--- src/rtl/mat_mul_pkg.sv ---
// rtl/mat_mul_pkg.sv - shared types, constants and helpers for mat_mul and its scheduler
//
// Purpose : default dimensions, a constant clog2 helper (pipeline depth and field
//           widths), matrix/id typedefs at the default dimensions, and the
//           scheduler state enum.
// Ports   : none (package)
package mat_mul_pkg;

  localparam int N_DEF     = 2;
  localparam int W_IN_DEF  = 8;
  localparam int W_OUT_DEF = 32;
  localparam int NREQ_DEF  = 2;

  // ceil(log2(v)); 0 for v <= 1
  function automatic int clog2(input int v);
    int r;
    int x;
    r = 0;
    x = v - 1;
    while (x > 0) begin
      r = r + 1;
      x = x >> 1;
    end
    return r;
  endfunction

  // Number of adder-tree register stages behind the operand register
  function automatic int depth(input int n);
    return clog2(n);
  endfunction

  typedef logic [N_DEF-1:0][N_DEF-1:0][W_IN_DEF-1:0]  matrix_in_t;
  typedef logic [N_DEF-1:0][N_DEF-1:0][W_OUT_DEF-1:0] matrix_out_t;
  typedef logic [clog2(NREQ_DEF)-1:0]                 id_t;

  typedef enum logic [1:0] {
    RUN   = 2'd0,
    DRAIN = 2'd1,
    DONE  = 2'd2
  } sched_state_e;

endpackage

--- src/rtl/rr_arbiter.sv ---
// rtl/rr_arbiter.sv - round-robin arbiter with internal rotating pointer
//
// Purpose : grants the first asserted request at or after the pointer. The pointer
//           moves to grant+1 (mod NREQ) only when advance is high.
// Ports   : clk, rstn      clock, async active-low reset (pointer -> 0)
//           req[NREQ]      request vector (already qualified by the caller)
//           advance        grant was consumed this cycle
//           gnt_onehot     one-hot grant, zero when no request
//           gnt_idx        index of the grant
//           any            at least one request is granted
module rr_arbiter
  import mat_mul_pkg::*;
#(
  parameter int NREQ = NREQ_DEF
) (
  input  logic                     clk,
  input  logic                     rstn,
  input  logic [NREQ-1:0]          req,
  input  logic                     advance,
  output logic [NREQ-1:0]          gnt_onehot,
  output logic [clog2(NREQ)-1:0]   gnt_idx,
  output logic                     any
);

  localparam int IDW = clog2(NREQ);
  localparam logic [IDW-1:0] LAST = IDW'(NREQ - 1);

  logic [IDW-1:0]    ptr;
  logic [2*NREQ-1:0] req2;
  logic [NREQ-1:0]   rot;
  logic              found;
  int                off;
  int                sum;

  // Rotate the request vector so that bit 0 is the requester at the pointer,
  // then take the lowest set bit and rotate the index back.
  always_comb begin
    req2  = {req, req} >> ptr;
    rot   = req2[NREQ-1:0];
    found = 1'b0;
    off   = 0;
    for (int k = 0; k < NREQ; k++) begin
      if (!found && rot[k]) begin
        found = 1'b1;
        off   = k;
      end
    end
    sum = int'(ptr) + off;
    if (sum >= NREQ) sum = sum - NREQ;
    gnt_idx    = sum[IDW-1:0];
    gnt_onehot = '0;
    for (int j = 0; j < NREQ; j++) begin
      gnt_onehot[j] = found && (sum == j);
    end
    any = found;
  end

  always_ff @(posedge clk or negedge rstn) begin
    if (!rstn) begin
      ptr <= '0;
    end else if (advance) begin
      ptr <= (gnt_idx == LAST) ? '0 : gnt_idx + IDW'(1);
    end
  end

endmodule

--- src/rtl/mat_mul_sched.sv ---
// rtl/mat_mul_sched.sv - round-robin scheduler sharing one mat_mul pipeline between NREQ requesters
//
// Purpose : arbitrates operand pairs into the operand register (stage 0), carries
//           valid and requester id alongside the mat_mul adder tree, returns results
//           on a ready/valid port, and provides flush/drain control and occupancy.
// Ports   : clk, rstn              clock, async active-low reset
//           s_valid/s_ready        per-requester operand handshake (s_ready one-hot or 0)
//           s_matrix_1/2           packed [NREQ][N][N][W_IN] operands
//           mm_cen                 mat_mul clock enable (low only on output stall)
//           mm_matrix_1/2          registered operands to mat_mul
//           mm_result              mat_mul result
//           m_valid/m_ready        result handshake
//           m_result, m_id         result (pass-through) and requester index
//           flush_req/flush_done   drain request level / completion pulse
//           busy, occupancy        pipeline occupancy status
module mat_mul_sched
  import mat_mul_pkg::*;
#(
  parameter int N     = N_DEF,
  parameter int W_IN  = W_IN_DEF,
  parameter int W_OUT = W_OUT_DEF,
  parameter int NREQ  = NREQ_DEF
) (
  input  logic                            clk,
  input  logic                            rstn,
  input  logic [NREQ-1:0]                 s_valid,
  output logic [NREQ-1:0]                 s_ready,
  input  logic [NREQ*N*N*W_IN-1:0]        s_matrix_1,
  input  logic [NREQ*N*N*W_IN-1:0]        s_matrix_2,
  output logic                            mm_cen,
  output logic [N*N*W_IN-1:0]             mm_matrix_1,
  output logic [N*N*W_IN-1:0]             mm_matrix_2,
  input  logic [N*N*W_OUT-1:0]            mm_result,
  output logic                            m_valid,
  input  logic                            m_ready,
  output logic [N*N*W_OUT-1:0]            m_result,
  output logic [clog2(NREQ)-1:0]          m_id,
  input  logic                            flush_req,
  output logic                            flush_done,
  output logic                            busy,
  output logic [clog2(depth(N)+2)-1:0]    occupancy
);

  localparam int DEPTH = depth(N);
  localparam int IDW   = clog2(NREQ);
  localparam int OCW   = clog2(DEPTH + 2);
  localparam int MW    = N * N * W_IN;

  sched_state_e   state;
  sched_state_e   state_nxt;
  logic           accept_en;
  logic           stall;
  logic           hs;
  logic           pop;
  logic [NREQ-1:0] arb_req;
  logic [NREQ-1:0] gnt;
  logic [IDW-1:0]  gnt_idx;
  logic            gnt_any;
  logic [DEPTH:0]  vld;
  logic [IDW-1:0]  id_q [DEPTH+1];

  // Only the result port can stall; bubbles keep flowing otherwise.
  assign stall  = vld[DEPTH] & ~m_ready;
  assign mm_cen = ~stall;
  assign pop    = vld[DEPTH] & m_ready;

  // Grant qualification: no accept while stalled, draining, or in the cycle
  // flush_req rises.
  assign arb_req = s_valid & {NREQ{accept_en & mm_cen}};

  rr_arbiter #(
    .NREQ (NREQ)
  ) u_arb (
    .clk        (clk),
    .rstn       (rstn),
    .req        (arb_req),
    .advance    (gnt_any),
    .gnt_onehot (gnt),
    .gnt_idx    (gnt_idx),
    .any        (gnt_any)
  );

  assign s_ready = gnt;
  assign hs      = gnt_any;

  // ---------------- FSM: state register ----------------
  always_ff @(posedge clk or negedge rstn) begin
    if (!rstn) begin
      state      <= RUN;
      flush_done <= 1'b0;
    end else begin
      state      <= state_nxt;
      flush_done <= (state == DRAIN) && (state_nxt == DONE);
    end
  end

  // ---------------- FSM: next state ----------------
  always_comb begin
    state_nxt = state;
    case (state)
      RUN:     if (flush_req)         state_nxt = DRAIN;
      DRAIN:   if (occupancy == '0)   state_nxt = DONE;
      DONE:    if (!flush_req)        state_nxt = RUN;
      default:                        state_nxt = RUN;
    endcase
  end

  // ---------------- FSM: outputs ----------------
  always_comb begin
    accept_en = (state == RUN) && !flush_req;
  end

  // ---------------- datapath side-band ----------------
  always_ff @(posedge clk or negedge rstn) begin
    if (!rstn) begin
      vld         <= '0;
      mm_matrix_1 <= '0;
      mm_matrix_2 <= '0;
      for (int d = 0; d <= DEPTH; d++) id_q[d] <= '0;
    end else if (mm_cen) begin
      vld <= {vld[DEPTH-1:0], hs};
      if (hs) begin
        mm_matrix_1 <= s_matrix_1[gnt_idx*MW +: MW];
        mm_matrix_2 <= s_matrix_2[gnt_idx*MW +: MW];
        id_q[0]     <= gnt_idx;
      end
      for (int d = 1; d <= DEPTH; d++) id_q[d] <= id_q[d-1];
    end
  end

  always_ff @(posedge clk or negedge rstn) begin
    if (!rstn) begin
      occupancy <= '0;
    end else begin
      case ({hs, pop})
        2'b10:   occupancy <= occupancy + OCW'(1);
        2'b01:   occupancy <= occupancy - OCW'(1);
        default: occupancy <= occupancy;
      endcase
    end
  end

  assign busy     = (occupancy != '0);
  assign m_valid  = vld[DEPTH];
  assign m_id     = id_q[DEPTH];
  assign m_result = mm_result;

endmodule
--- config.mk ---
export PLATFORM = sky130hd
export DESIGN_NAME = mat_mul_sched
export DESIGN_NICKNAME = d
export VERILOG_FILES = /design/src/rtl/mat_mul_pkg.sv /design/src/rtl/rr_arbiter.sv /design/src/rtl/mat_mul_sched.sv
export SDC_FILE = /design/constraint.sdc
export NUM_CORES = 1
export LEC_CHECK = 0
export CAP_MARGIN = 20
export CORE_AREA = 4 4 177 179
export DETAILED_ROUTE_END_ITERATION = 16
export DIE_AREA = 0 0 181 183
export GPL_ROUTABILITY_DRIVEN = 0
export PLACE_DENSITY = 0.5
export SLEW_MARGIN = 30
export SYNTH_ARGS = -nofsm -noshare
export SYNTH_HDL_FRONTEND = slang
export SYNTH_SLANG_ARGS = --single-unit
--- constraint.sdc ---
create_clock -name clk -period 2.7 [get_ports clk]
set_clock_uncertainty 0.1 [all_clocks]
set_input_delay 0.405 -clock clk [delete_from_list [all_inputs] [get_ports clk]]
set_output_delay 0.405 -clock clk [all_outputs]
set_load 0.02 [all_outputs]
# [Word-level counts from Yosys, hierarchy flattened]
# Cells that the tools add are included.
# W data, S select, Z words.
[totals] output_inout_bits=201 regBits=74
[classes] eq_ne=6 mux=10 addsub=5 order_cmp=1 shift=3 n_bitwise=6 n_reduce_logical=13
[op_table] op="$shiftx A64 B7 Y32" count=2
[op_table] op="$eq A32 B2 Y1 const B" count=1
[op_table] op="$ge A32 B3 Y1 const B" count=1
[op_table] op="$logic_not A32 Y1" count=1
[op_table] op="$mux W32" count=1
[op_table] op="$sub A32 B3 Y32 const B" count=1
[op_table] op="$eq A2 B2 Y1 const B" count=3
[op_table] op="$mux W2" count=3
[op_table] op="$pmux W2 S3" count=1
[op_table] op="$logic_and A1 B1 Y1" count=5
[op_table] op="$eq A2 B1 Y1 const B" count=2
[op_table] op="$logic_not A2 Y1" count=2
[op_table] op="$mux W1" count=4
[op_table] op="$pmux W2 S2" count=1
[op_table] op="$reduce_bool A2 Y1" count=2
[op_table] op="$shr A4 B1 Y2" count=1
[op_table] op="$and A1 B1 Y1" count=3
[op_table] op="$add A1 B1 Y2" count=1
[op_table] op="$add A2 B1 Y2 const B" count=1
[op_table] op="$and A2 B2 Y2" count=1
[op_table] op="$logic_not A1 Y1" count=2
[op_table] op="$not A1 Y1" count=2
[op_table] op="$reduce_and A2 Y1" count=1
[op_table] op="$sub A2 B1 Y2 const B" count=1
[op_table] op="$add A1 B1 Y1 const B" count=1

# [Logic depth before layout (Yosys ltp)]
# Gate-level depths: netlist of the first run.
[logic_depth] word_depth=15 mapped_depth=9 depth_no_buf=7

# [By module]
# A second synthesis of the first run with hierarchy kept.
[hier_totals] cells_unflattened=459 area_unflattened_um2=4520.6
[by_module_without_submodules] module="mat_mul_sched" seq_area_each_um2=1826.8 area_each_um2=4431.8 cells_each=448 n_inst=1
[by_module_without_submodules] module="rr_arbiter" seq_area_each_um2=25.0 area_each_um2=88.8 cells_each=11 n_inst=1

# [Worst setup path before layout of the first run]
# Ideal clock, no wire load.
[synth_path] path_kind="input port to flip-flop" start="input flush_req" end="register occupancy[1]" n_path_buf=2 setup_time_ns=0.080 arrival_time_ns=1.868 cell_stages=8 slack_ns=0.652 cell_sequence="or3_4 nor3_2 buf_4 buf_6 inv_1 ha_1 nor2_1 xor2_1"
[synth_between] elab_chain_cells=11 elab_cells_between_ends=13 classes_between="eq/ne: 2; shift: 1; mux: 3; bitwise: 2; reduce/logical: 5"
[synth_rtl] item="from (decl)" line_no="mat_mul_sched.sv:38" text="input logic flush_req,"
[synth_rtl] item="$logic_not A1 Y1 *" line_no="mat_mul_sched.sv:110" text="accept_en = (state == RUN) && !flush_req;"
[synth_rtl] item="$logic_and A1 B1 Y1 *" line_no="mat_mul_sched.sv:110"
[synth_rtl] item="$and A1 B1 Y1 *" line_no="mat_mul_sched.sv:69" text="assign arb_req = s_valid & {NREQ{accept_en & mm_cen}};"
[synth_rtl] item="$and A2 B2 Y2 *" line_no="mat_mul_sched.sv:69"
[synth_rtl] item="$shr A4 B1 Y2 *" line_no="rr_arbiter.sv:38" text="req2 = {req, req} >> ptr;"
[synth_rtl] item="$mux W1" line_no="rr_arbiter.sv:43" text="if (!found && rot[k]) begin"
[synth_rtl] item="$logic_not A1 Y1" line_no="rr_arbiter.sv:43"
[synth_rtl] item="$logic_and A1 B1 Y1" line_no="rr_arbiter.sv:43"
[synth_rtl] item="$mux W1 *" line_no="rr_arbiter.sv:43"
[synth_rtl] item="$eq A2 B1 Y1 or $eq A2 B2 Y1 (tied branches)" line_no="mat_mul_sched.sv:135" text="case ({hs, pop})"
[synth_rtl] item="$pmux W2 S2 or $reduce_bool A2 Y1 (tied branches)"
[synth_rtl] item="to (signal assigned)" line_no="mat_mul_sched.sv:136" text="2'b10: occupancy <= occupancy + OCW'(1);"
[synth_rtl] item="to (signal assigned)" line_no="mat_mul_sched.sv:137" text="2'b01: occupancy <= occupancy - OCW'(1);"
[synth_rtl] item="to (signal assigned)" line_no="mat_mul_sched.sv:138" text="default: occupancy <= occupancy;"
[synth_rtl] item="to (decl)" line_no="mat_mul_sched.sv:41" text="output logic [clog2(depth(N)+2)-1:0] occupancy"
# Every way passes the cells marked *; elsewhere a longest branch is shown, timed or not.
# A chain may end at the register's enable or synchronous reset.

# [Final worst setup path of the first run]
[layout_path] start="input flush_req" end="output s_ready[1]"
[layout_between] elab_chain_cells=14 elab_cells_between_ends=16 classes_between="add/sub: 2; order compare: 1; eq/ne: 1; shift: 1; mux: 4; bitwise: 2; reduce/logical: 5"
[layout_rtl] item="$logic_not A1 Y1 *" line_no="mat_mul_sched.sv:110"
[layout_rtl] item="$logic_and A1 B1 Y1 *" line_no="mat_mul_sched.sv:110"
[layout_rtl] item="$and A1 B1 Y1 *" line_no="mat_mul_sched.sv:69"
[layout_rtl] item="$and A2 B2 Y2 *" line_no="mat_mul_sched.sv:69"
[layout_rtl] item="$shr A4 B1 Y2 *" line_no="rr_arbiter.sv:38"
[layout_rtl] item="$mux W1" line_no="rr_arbiter.sv:43"
[layout_rtl] item="$logic_not A1 Y1" line_no="rr_arbiter.sv:43"
[layout_rtl] item="$logic_and A1 B1 Y1" line_no="rr_arbiter.sv:43"
[layout_rtl] item="$mux W1" line_no="rr_arbiter.sv:43"
[layout_rtl] item="$add A1 B1 Y2" line_no="rr_arbiter.sv:48" text="sum = int'(ptr) + off;"
[layout_rtl] item="$sub A32 B3 Y32 or $ge A32 B3 Y1 (tied branches)" line_no="rr_arbiter.sv:49" text="if (sum >= NREQ) sum = sum - NREQ;"
[layout_rtl] item="$mux W32" line_no="rr_arbiter.sv:49"
[layout_rtl] item="$eq A32 B2 Y1" line_no="rr_arbiter.sv:53" text="gnt_onehot[j] = found && (sum == j);"
[layout_rtl] item="$logic_and A1 B1 Y1 *" line_no="rr_arbiter.sv:53"
[layout_rtl] item="to (decl)" line_no="mat_mul_sched.sv:27" text="output logic [NREQ-1:0] s_ready,"
# Marks and branches as above.

==> flow_summary.yaml, run 1 <==
final_layout:
  fin_nets: 732
  drive_above_1_share_pct: 11.42
  area_delta_synth_final_pct: 43.24
  final_area_um2: 6375
  diodes: 0
worst_setup_path:
  worstRegToRegCells: 6
  setup.worst_path.start_class: "primary input"
  worstPathArrival_ns: 2.06
  setup.worst_path.end_class: "output port"
  r2r-start: "state[1]$_DFF_PN0_"
  r2r_slack_ns: 0.77
  crit_required_ns: 2.19
  reg2reg_to: "occupancy[1]$_DFFE_PN0P_"
  crit_type: "in -> out"
  crit_fanout: 3
timing:
  rsz0062_at_grt: "no"
  max_slew_margin_pct: 62.02
  timing.hold.ws_ns: 0.3676
  fin_crit_ns: 2.570
  setup_viol: 0
  fin_crit_sh_pct: 95.17
  hold_viol: 0
  max_freq_ghz: 0.3892
  setup_tns_ns: 0
  slew_violations: 0
  final.setup.worst_slack_ns: 0.1304
  tightest_slew_ns: 0.5697
floorplanning:
  io_pins: 463
  start_util_pct: 15.06
  core_area_um2: 29560
  die_x_um: 181
  rows: 63
  dieArea_um2: 33120
  die_h_um: 183
global_route:
  grt_pass1_vias: 3557
  grt_usage_pct: 9.619
  grt_max_degree: 66
  grt_pass1_wl_um: 24120
  grt.overflow.total: 0
  antenna_found_initial: 0
clocking:
  clock_latency_ns: 0.34
  path_clk_slew_ns: 0.07
  cts_buffer_depth: 2
  post_cts_buffers: 0
  cts_sinks: 74
  cts_tree: "built"
  cts_root_buf: "clkbuf_16"
  cts_htree_levels: 3
  cts_buffers: 9
placement:
  dp.final_hpwl_um: 12680
  place_area_um2: 6047
  io_buffer_count: 206
  pre_cts_ws_ns: 0.1280
power:
  p_comb_share_pct: 50.9
  power.density_nw_per_um2: 1061
  seq_power_share_pct: 29.4
  finalPower_mw: 6.762
  power.leakage_nw: 2.285
  p_int_mw: 4.253
  sw_frac_of_total_pct: 37.11
  p_clk_share_pct: 19.7
  ir_drop_v: 0.0003536
  switchingPower_mw: 2.510
hold_path:
  hp-class: "reg -> reg"
  hold_path.startpoint: "vld[0]$_DFFE_PN0N_"
  whs_path_depth: 1
  whs_endpoint: "vld[0]$_DFFE_PN0N_"
drt:
  ant_nets: 0
  vias_per_cell: 4.017
  drtIter0Drc: 194
  vias: 3467
  drcViolationCount: 0
  drt_first_pass_iters: 4
  totalWireLength_um: 16940
  wire_per_inst_um: 19.62
synthesis:
  syn_nets: 664
  synth_top_area_share_pct: 41.61
  ys.warnings.count: 0
  postSynthCellCount: 401
  seq_area_frac_synth_pct: 41.61
  synth_ff_type: "dfrtp_1"
  netlist_area_um2: 4451
  syn_avg_cell_area_um2: 11.10
  ys_types: 29
  synth_area_leaders: "dfrtp_1, buf_4, o32ai_1"
  async_flop_share_pct: 100.0
  synth_top_area_cell: "dfrtp_1"
  synth_edf_count: 0
  synthTopCellsByCount: "buf_4, dfrtp_1, o32ai_1, a2bb2oi_1, a2bb2oi_2"
  yosys_register_bits: 74
  post-synth-top-count-cell: "buf_4"
flow_run:
  max_cap_violations: 0
run_status:
  outcome: "finished clean"
-- area by class of cell --
type	instances	area (µm²)
Clock inverter	5	78.83
Fill cell	3183	23180
Sequential cell	74	1852
Tap cell	390	488.0
Multi-Input combinational cell	161	1468
Clock buffer	10	239.0
Inverter	4	15.01
Timing Repair Buffer	219	2235
-- through the flow --
stage | instances | util (%)
after detailed placement | 847 | 20.46
after global placement | 847 | 20.46
final | 863 | 21.57
after floorplan | 401 | -
after global routing | 863 | 21.57
after CTS | 863 | 21.57
-- layer usage --
metal	vias to the layer above	track usage (%)	part of all wire [%]
met3	90	3.828	10
met4	0	6.304	5.4
met2	209	15.39	48
met1	1643	10.65	37
li1	1525	-	-
met5	-	0	0
-- placed cells by master (no fill, tap or decap), drive strengths merged, types with 2 or more instances in the layout --
cell type	Yosys	routed
clkinv	0	3
xnor2	2	2
nand2	6	6
nor2b	2	2
a2bb2oi	64	64
buf	145	13
inv	4	4
dfrtp	74	74
nor3	4	4
nor2	7	7
clkbuf	17	10
bufinv	0	2
o32ai	64	64
clkdlybuf4s50	0	205
-- power groups by stage --
stage	clock network, mW	logic, mW	registers, mW
detailed placement	0	3.52	2.00
finish	1.33	3.44	1.99
CTS	1.41	3.51	2.00
global route	1.45	3.65	2.08
global placement	0	3.51	2.00
floorplan	0	1.49	2.57
-- state kept, by name (all words and copies together) (netlist names) --
signal,cells
flush_done,1
id_q,1
m_id,1
mm_matrix_1,32
mm_matrix_2,32
occupancy,2
state,2
u_arb.ptr,1
vld,2
-- critical path, cell delays in order --
cell	delay [ns]
clkdlybuf4s50_1	0.42
nor3_1	0.27
nand2_1	0.14
nor3_1	0.20
clkdlybuf4s50_1	0.63
-- how the worst max path moves through the flow --
stage               startpoint                       end  slack, ns  cells after the start
global placement     flush_req                s_ready[1]       0.13                      5
finish               flush_req                s_ready[1]       0.13                      5
detailed placement   flush_req                s_ready[1]       0.13                      5
floorplan            flush_req  occupancy[1]$_DFFE_PN0P_       0.65                      8
global route         flush_req                s_ready[1]       0.04                      5
CTS                  flush_req                s_ready[1]       0.12                      5
-- cell families (layout without fill, tap and decap cells) --
group / after synthesis / count (layout) / share of synthesized area, %
adder cells (fa/ha/maj): 1 / 1 / 0.2811
buffers and inverters: 166 / 238 / 25.84
AND/OR/NAND/NOR: 22 / 22 / 2.530
flip-flops: 74 / 74 / 41.61
AO/OA/AOI/OAI: 135 / 135 / 29.15
XOR/XNOR: 3 / 3 / 0.5905
-- repair_timing --
item                                   4_1_cts  5_1_grt
endpoints found under the hold margin       38        0
gates resized for setup                      0        0
hold buffers                                 1        0
setup endpoints to repair                    0        0
(Power assumes the default switching activity.)
==> run 2: changes to the inputs <==
--- a/config.mk
+++ b/config.mk
@@ -6,11 +6,11 @@
 export NUM_CORES = 1
 export LEC_CHECK = 0
 export CAP_MARGIN = 20
-export CORE_AREA = 4 4 177 179
+export CORE_AREA = 4 4 178 180
 export DETAILED_ROUTE_END_ITERATION = 16
-export DIE_AREA = 0 0 181 183
+export DIE_AREA = 0 0 182 184
 export GPL_ROUTABILITY_DRIVEN = 0
-export PLACE_DENSITY = 0.5
+export PLACE_DENSITY = 0.48
 export SLEW_MARGIN = 30
 export SYNTH_ARGS = -nofsm -noshare
 export SYNTH_HDL_FRONTEND = slang
==> constraint.sdc (replaced) <==
create_clock -name clk -period 2.1 [get_ports clk]
set_clock_uncertainty 0.1 [all_clocks]
set_input_delay 0.315 -clock clk [delete_from_list [all_inputs] [get_ports clk]]
set_output_delay 0.315 -clock clk [all_outputs]
set_load 0.02 [all_outputs]
==> run 2 against run 1 <==
  * Combinational power is 35% higher
  * Sequential power up 28%
  * Register-to-register slack lost 0.58 ns
  * Die area is 1.1% higher
  * Flip-flop and latch count unchanged
  * Critical path type is now reg -> out
  * Largest power group unchanged
  * Highest routed layer is now met5
==> flow_summary.yaml, run 2 (synthesis results as in run 1) <==
run_status:
  outcome: "finished clean"
final_layout:
  reg.largest.list: "mm_matrix_1: 32 flops, mm_matrix_2: 32 flops"
  layoutNonFillerInstCount: 902
  final_cell_mix: "clkdlybuf4s50_1, dfrtp_1, o32ai_1, a2bb2oi_1, buf_4"
  area_delta_synth_final_pct: 49.06
  fin_nets: 764
  layout_commonest_cell: "clkdlybuf4s50_1"
  drive_above_1_share_pct: 17.59
  diodes: 0
power:
  seq_power_share_pct: 28.3
  ir_drop_v: 0.0004326
  finalPower_mw: 9.000
  power.density_nw_per_um2: 1357
  p_comb_share_pct: 51.7
  p_clk_share_pct: 20.0
  p_int_mw: 5.661
  power.leakage_nw: 2.447
  switchingPower_mw: 3.339
  sw_frac_of_total_pct: 37.10
drt:
  drcViolationCount: 0
  vias_per_cell: 3.919
  drtIter0Drc: 136
  drt_first_pass_iters: 4
  wire_per_inst_um: 20.61
  ant_nets: 0
  vias: 3535
  totalWireLength_um: 18590
clocking:
  cts_buffers: 9
  post_cts_buffers: 0
  cts_tree: "built"
  cts_root_buf: "clkbuf_16"
  cts_htree_levels: 3
  path_clk_slew_ns: 0.08
  cts_buffer_depth: 2
  clock_latency_ns: 0.34
  cts_sinks: 74
timing:
  rsz0062_at_grt: "no"
  slew_violations: 0
  final.setup.worst_slack_ns: 0.1080
  setup_viol: 0
  max_freq_ghz: 0.5020
  setup_tns_ns: 0
  max_slew_margin_pct: 64.35
  fin_crit_sh_pct: 94.86
  timing.hold.ws_ns: 0.3439
  hold_viol: 0
  tightest_slew_ns: 0.5347
  fin_crit_ns: 1.992
global_route:
  grt.overflow.total: 0
  grt-busiest-layer: "met2"
  met1_usage_pct: 10.78
  grt_max_degree: 44
  grt_pass1_wl_um: 25840
  antenna_found_initial: 0
  grtUsageMet2_pct: 17.58
  grt_pass1_vias: 3705
  grt_usage_pct: 10.46
  grtUsageMet3_pct: 4.848
floorplanning:
  dieArea_um2: 33490
  io_pins: 463
  start_util_pct: 14.74
  die_h_um: 184
  core_area_um2: 30190
  rows: 64
  die_x_um: 182
worst_setup_path:
  worstRegToRegCells: 7
  crit_fanout: 4
  setup.worst_path.end_class: "output port"
  r2r_slack_ns: 0.19
  setup.worst_path.start_class: "flop"
  worstPathArrival_ns: 1.58
  crit_required_ns: 1.68
  crit_type: "reg -> out"
placement:
  dp.cells: 885
  io_buffer_count: 206
  dp.final_hpwl_um: 14810
  pre_cts_ws_ns: -0.3548
hold_path:
  whs_path_depth: 1
  hp-class: "reg -> reg"
flow_run:
  max_cap_violations: 0
-- run 2: changes by cell type in the layout (fill, tap and decap cells not counted), moves of 2 or more --
| cell | previous run | this run |
|---|---|---|
| buf_4 | 7 | 40 |
| clkdlybuf4s50_1 | 205 | 202 |
| clkinv_2 | 2 | 0 |
| dlygate4sd2_1 | 0 | 2 |
-- run 2: layer usage --
layer	part of all wire (%)	vias up	wire length, µm
li1	-	1591	-
met1	35	1681	6534
met2	49	190	9148
met3	11	71	1953
met4	5.0	2	921
met5	0.17	-	31
-- run 2: worst max-delay path, cell delays in order (launching register included) --
cell	delay, ns
dfrtp_1	0.43
nor2_1	0.20
inv_1	0.06
clkdlybuf4s50_1	0.55
-- run 2: what timing repair did --
action / in CTS / in global routing
gates resized for setup: 6 / 1
setup endpoints to repair: 3 / 2
hold endpoints to repair: 32 / 0
hold buffers: 1 / 0
-- run 2: worst paths after layout --
path	end	from
worst min-delay path	vld[1]$_DFFE_PN0N_	vld[0]$_DFFE_PN0N_
min in group asynchronous	occupancy[0]$_DFFE_PN0P_	rstn
max in group asynchronous	mm_matrix_1[27]$_DFFE_PN0P_	rstn
worst max register to register	occupancy[1]$_DFFE_PN0P_	state[1]$_DFF_PN0_
worst min register to register	vld[1]$_DFFE_PN0N_	vld[0]$_DFFE_PN0N_
worst max-delay path	busy	occupancy[0]$_DFFE_PN0P_
-- run 2: final cells by class --
class	instances	area, µm²
multi-input combinational	161	1473
timing repair buffer	251	2461
sequential	74	1852
fill	3242	23560
clock buffer	11	252.7
inverter	4	15.01
tap	396	495.5
clock inverter	5	85.08
-- run 2: per-stage QoR --
stage / util, % / area [µm²]
CTS: 21.96 / 6629
floorplan: - / 4451
global placement: 20.81 / 6282
finish: 21.97 / 6634
detailed placement: 20.81 / 6282
global route: 21.97 / 6634
-- run 2: power by group through the flow --
stage	clock network, mW	logic (mW)	registers [mW]
5_1_grt	1.93	4.96	2.65
3_5_place_dp	0	4.77	2.54
3_3_place_gp	0	4.75	2.56
2_1_floorplan	0	1.92	3.30
6_report	1.80	4.65	2.55
4_1_cts	1.88	4.75	2.55
==> run 3: changes to the inputs <==
==> constraint.sdc (replaced) <==
create_clock -name clk -period 2.1 [get_ports clk]
set_clock_uncertainty 0.1 [all_clocks]
set_input_delay 0.315 -clock clk [delete_from_list [all_inputs] [get_ports clk]]
set_output_delay 0.315 -clock clk [all_outputs]
set_load 0.01 [all_outputs]
==> run 3 against run 2 <==
  * Clock power is 5% lower
  * Global-route usage is 0.061 points lower
  * Register-to-register slack better by 0.02 ns
  * Sequential power hardly changed
  * Final cell count is 1.3% lower
  * Critical endpoint is now s_ready[1]
  * Largest cell class unchanged
  * Largest power group unchanged
==> flow_summary.yaml, run 3 (synthesis results as in run 1) <==
run_status:
  outcome: "finished clean"
clocking:
  path_clk_slew_ns: 0.06
  cts_htree_levels: 3
  cts_buffer_depth: 2
  cts_sinks: 74
  cts_root_buf: "clkbuf_16"
  cts_buffers: 9
  cts_tree: "built"
  clock_latency_ns: 0.33
timing:
  timing.hold.ws_ns: 0.3591
  hold_viol: 0
  rsz0062_at_grt: "no"
  max_freq_ghz: 0.5117
  setup_viol: 0
  final.setup.worst_slack_ns: 0.1459
  slew_violations: 0
  fin_crit_sh_pct: 93.05
  max_slew_margin_pct: 58.92
  tightest_slew_ns: 0.6142
  fin_crit_ns: 1.954
final_layout:
  layout_commonest_cell: "clkdlybuf4s50_1"
  reg.largest.list: "mm_matrix_1: 32 flops, mm_matrix_2: 32 flops"
  final_cell_mix: "clkdlybuf4s50_1, dfrtp_1, o32ai_1, a2bb2oi_1, buf_4"
  fin_nets: 752
  drive_above_1_share_pct: 15.38
  utilization_pct: 21.74
  area_delta_synth_final_pct: 47.48
  diodes: 0
  nFillCells: 3250
  multi_input_area_um2: 1473
  area.sequential_um2: 1852
  layoutNonFillerInstCount: 890
worst_setup_path:
  setup.worst_path.end_class: "output port"
  slowest_delay_ns: 0.39
  crit_fanout: 3
  path_buf_inv: 1
  crit_required_ns: 1.68
  cp-startpoint: "state[0]$_DFF_PN0_"
  path_delay_family: "simple AND/OR/NAND/NOR gates"
  slowest_stage: "dfrtp_1"
  r2r-start: "state[1]$_DFF_PN0_"
  worstPathArrival_ns: 1.54
  crit_chain: "nor3_2, nand2_1, nor3_1, dlygate4sd2_1"
  crit_type: "reg -> out"
  setup.worst_path.start_class: "flop"
floorplanning:
  start_util_pct: 14.74
  core_area_um2: 30190
  rows: 64
  dieArea_um2: 33490
  die_x_um: 182
  die_h_um: 184
  io_pins: 463
global_route:
  grt_usage_pct: 10.40
  grt_pass1_vias: 3745
  grt.overflow.total: 0
  grt_pass1_wl_um: 25780
  grt_max_degree: 65
  antenna_found_initial: 0
power:
  power.density_nw_per_um2: 1277
  finalPower_mw: 8.385
  power.leakage_nw: 2.397
  ir_drop_v: 0.0004039
hold_path:
  hold_path.startpoint: "vld[0]$_DFFE_PN0N_"
  hp-class: "reg -> reg"
drt:
  drcViolationCount: 0
  ant_nets: 0
  vias_per_cell: 3.953
  drtIter0Drc: 107
  totalWireLength_um: 18520
  wire_per_inst_um: 20.80
  drt_first_pass_iters: 4
  vias: 3518
placement:
  dp.cells: 870
  dp.final_hpwl_um: 14450
  pre_cts_ws_ns: -0.3428
  io_buffer_count: 206
flow_run:
  max_cap_violations: 0
[run 3: changes by cell type in the layout (fill, tap and decap cells not counted)]
| cell | before | now |
|---|---|---|
| buf_12 | 5 | 8 |
| buf_4 | 40 | 25 |
| clkbuf_8 | 2 | 0 |
| clkdlybuf4s15_2 | 1 | 0 |
| clkinv_2 | 0 | 2 |
| clkinvlp_4 | 1 | 2 |
| dlymetal6s2s_1 | 0 | 1 |
| inv_6 | 1 | 0 |
[run 3: worst register-to-register path, cell delays in order, from the launching register on]
cell     delay, ns
dfrtp_1       0.40
buf_4         0.16
or3_4         0.38
nor3_4        0.13
inv_1         0.06
ha_1          0.32
nor2_1        0.13
xor2_1        0.14
[run 3: report_power, final]
part	leakage (nW)	internal, mW	total (mW)	switching, mW
clock network	0.151	1.04	1.71	0.673
logic	1.43	2.42	4.12	1.70
registers	0.817	2.11	2.55	0.443
total	2.40	5.57	8.38	2.81
[run 3: repair_timing]
item                       in CTS  in global routing
cloned                          0                  0
buffers inserted                3                  0
resized for setup               3                  1
setup endpoints to repair       2                  1
pin swaps                       1                  0
hold endpoints to repair       31                  0
hold buffers                    1                  0
[run 3: area by class of cell]
type / count / area share, %
repair buffers: 239 / 36.71
flip-flops and latches: 74 / 28.21
multi-input cells: 161 / 22.44
well taps: 396 / 7.549
clock buffers: 9 / 3.431
clock inverters: 7 / 1.430
inverters: 4 / 0.2287
[run 3: worst paths after layout]
kind	to	slack, ns	depth (start not counted)
worst max-delay path	s_ready[1]	0.15	4
worst min-delay path	vld[1]$_DFFE_PN0N_	0.36	1
worst max register to register	occupancy[1]$_DFFE_PN0P_	0.21	7
worst min register to register	vld[1]$_DFFE_PN0N_	0.36	1
max in group asynchronous	mm_matrix_1[27]$_DFFE_PN0P_	0.89	3
min in group asynchronous	mm_matrix_2[26]$_DFFE_PN0P_	0.37	2
[run 3: metrics by stage]
stage | setup TNS [ns] | area [µm²]
after detailed placement | -6.426 | 6207
after global placement | -4.753 | 6207
final | 0 | 6564
after CTS | 0 | 6561
after global routing | 0 | 6564
after floorplan | 0 | 4451
[run 3: layer usage]
layer	up-vias	GRT usage, %	wire, µm
li1	1568	-	-
met1	1693	10.43	6220
met2	183	17.82	9433
met3	74	4.887	1925
met4	0	5.854	935
met5	-	0.1429	0
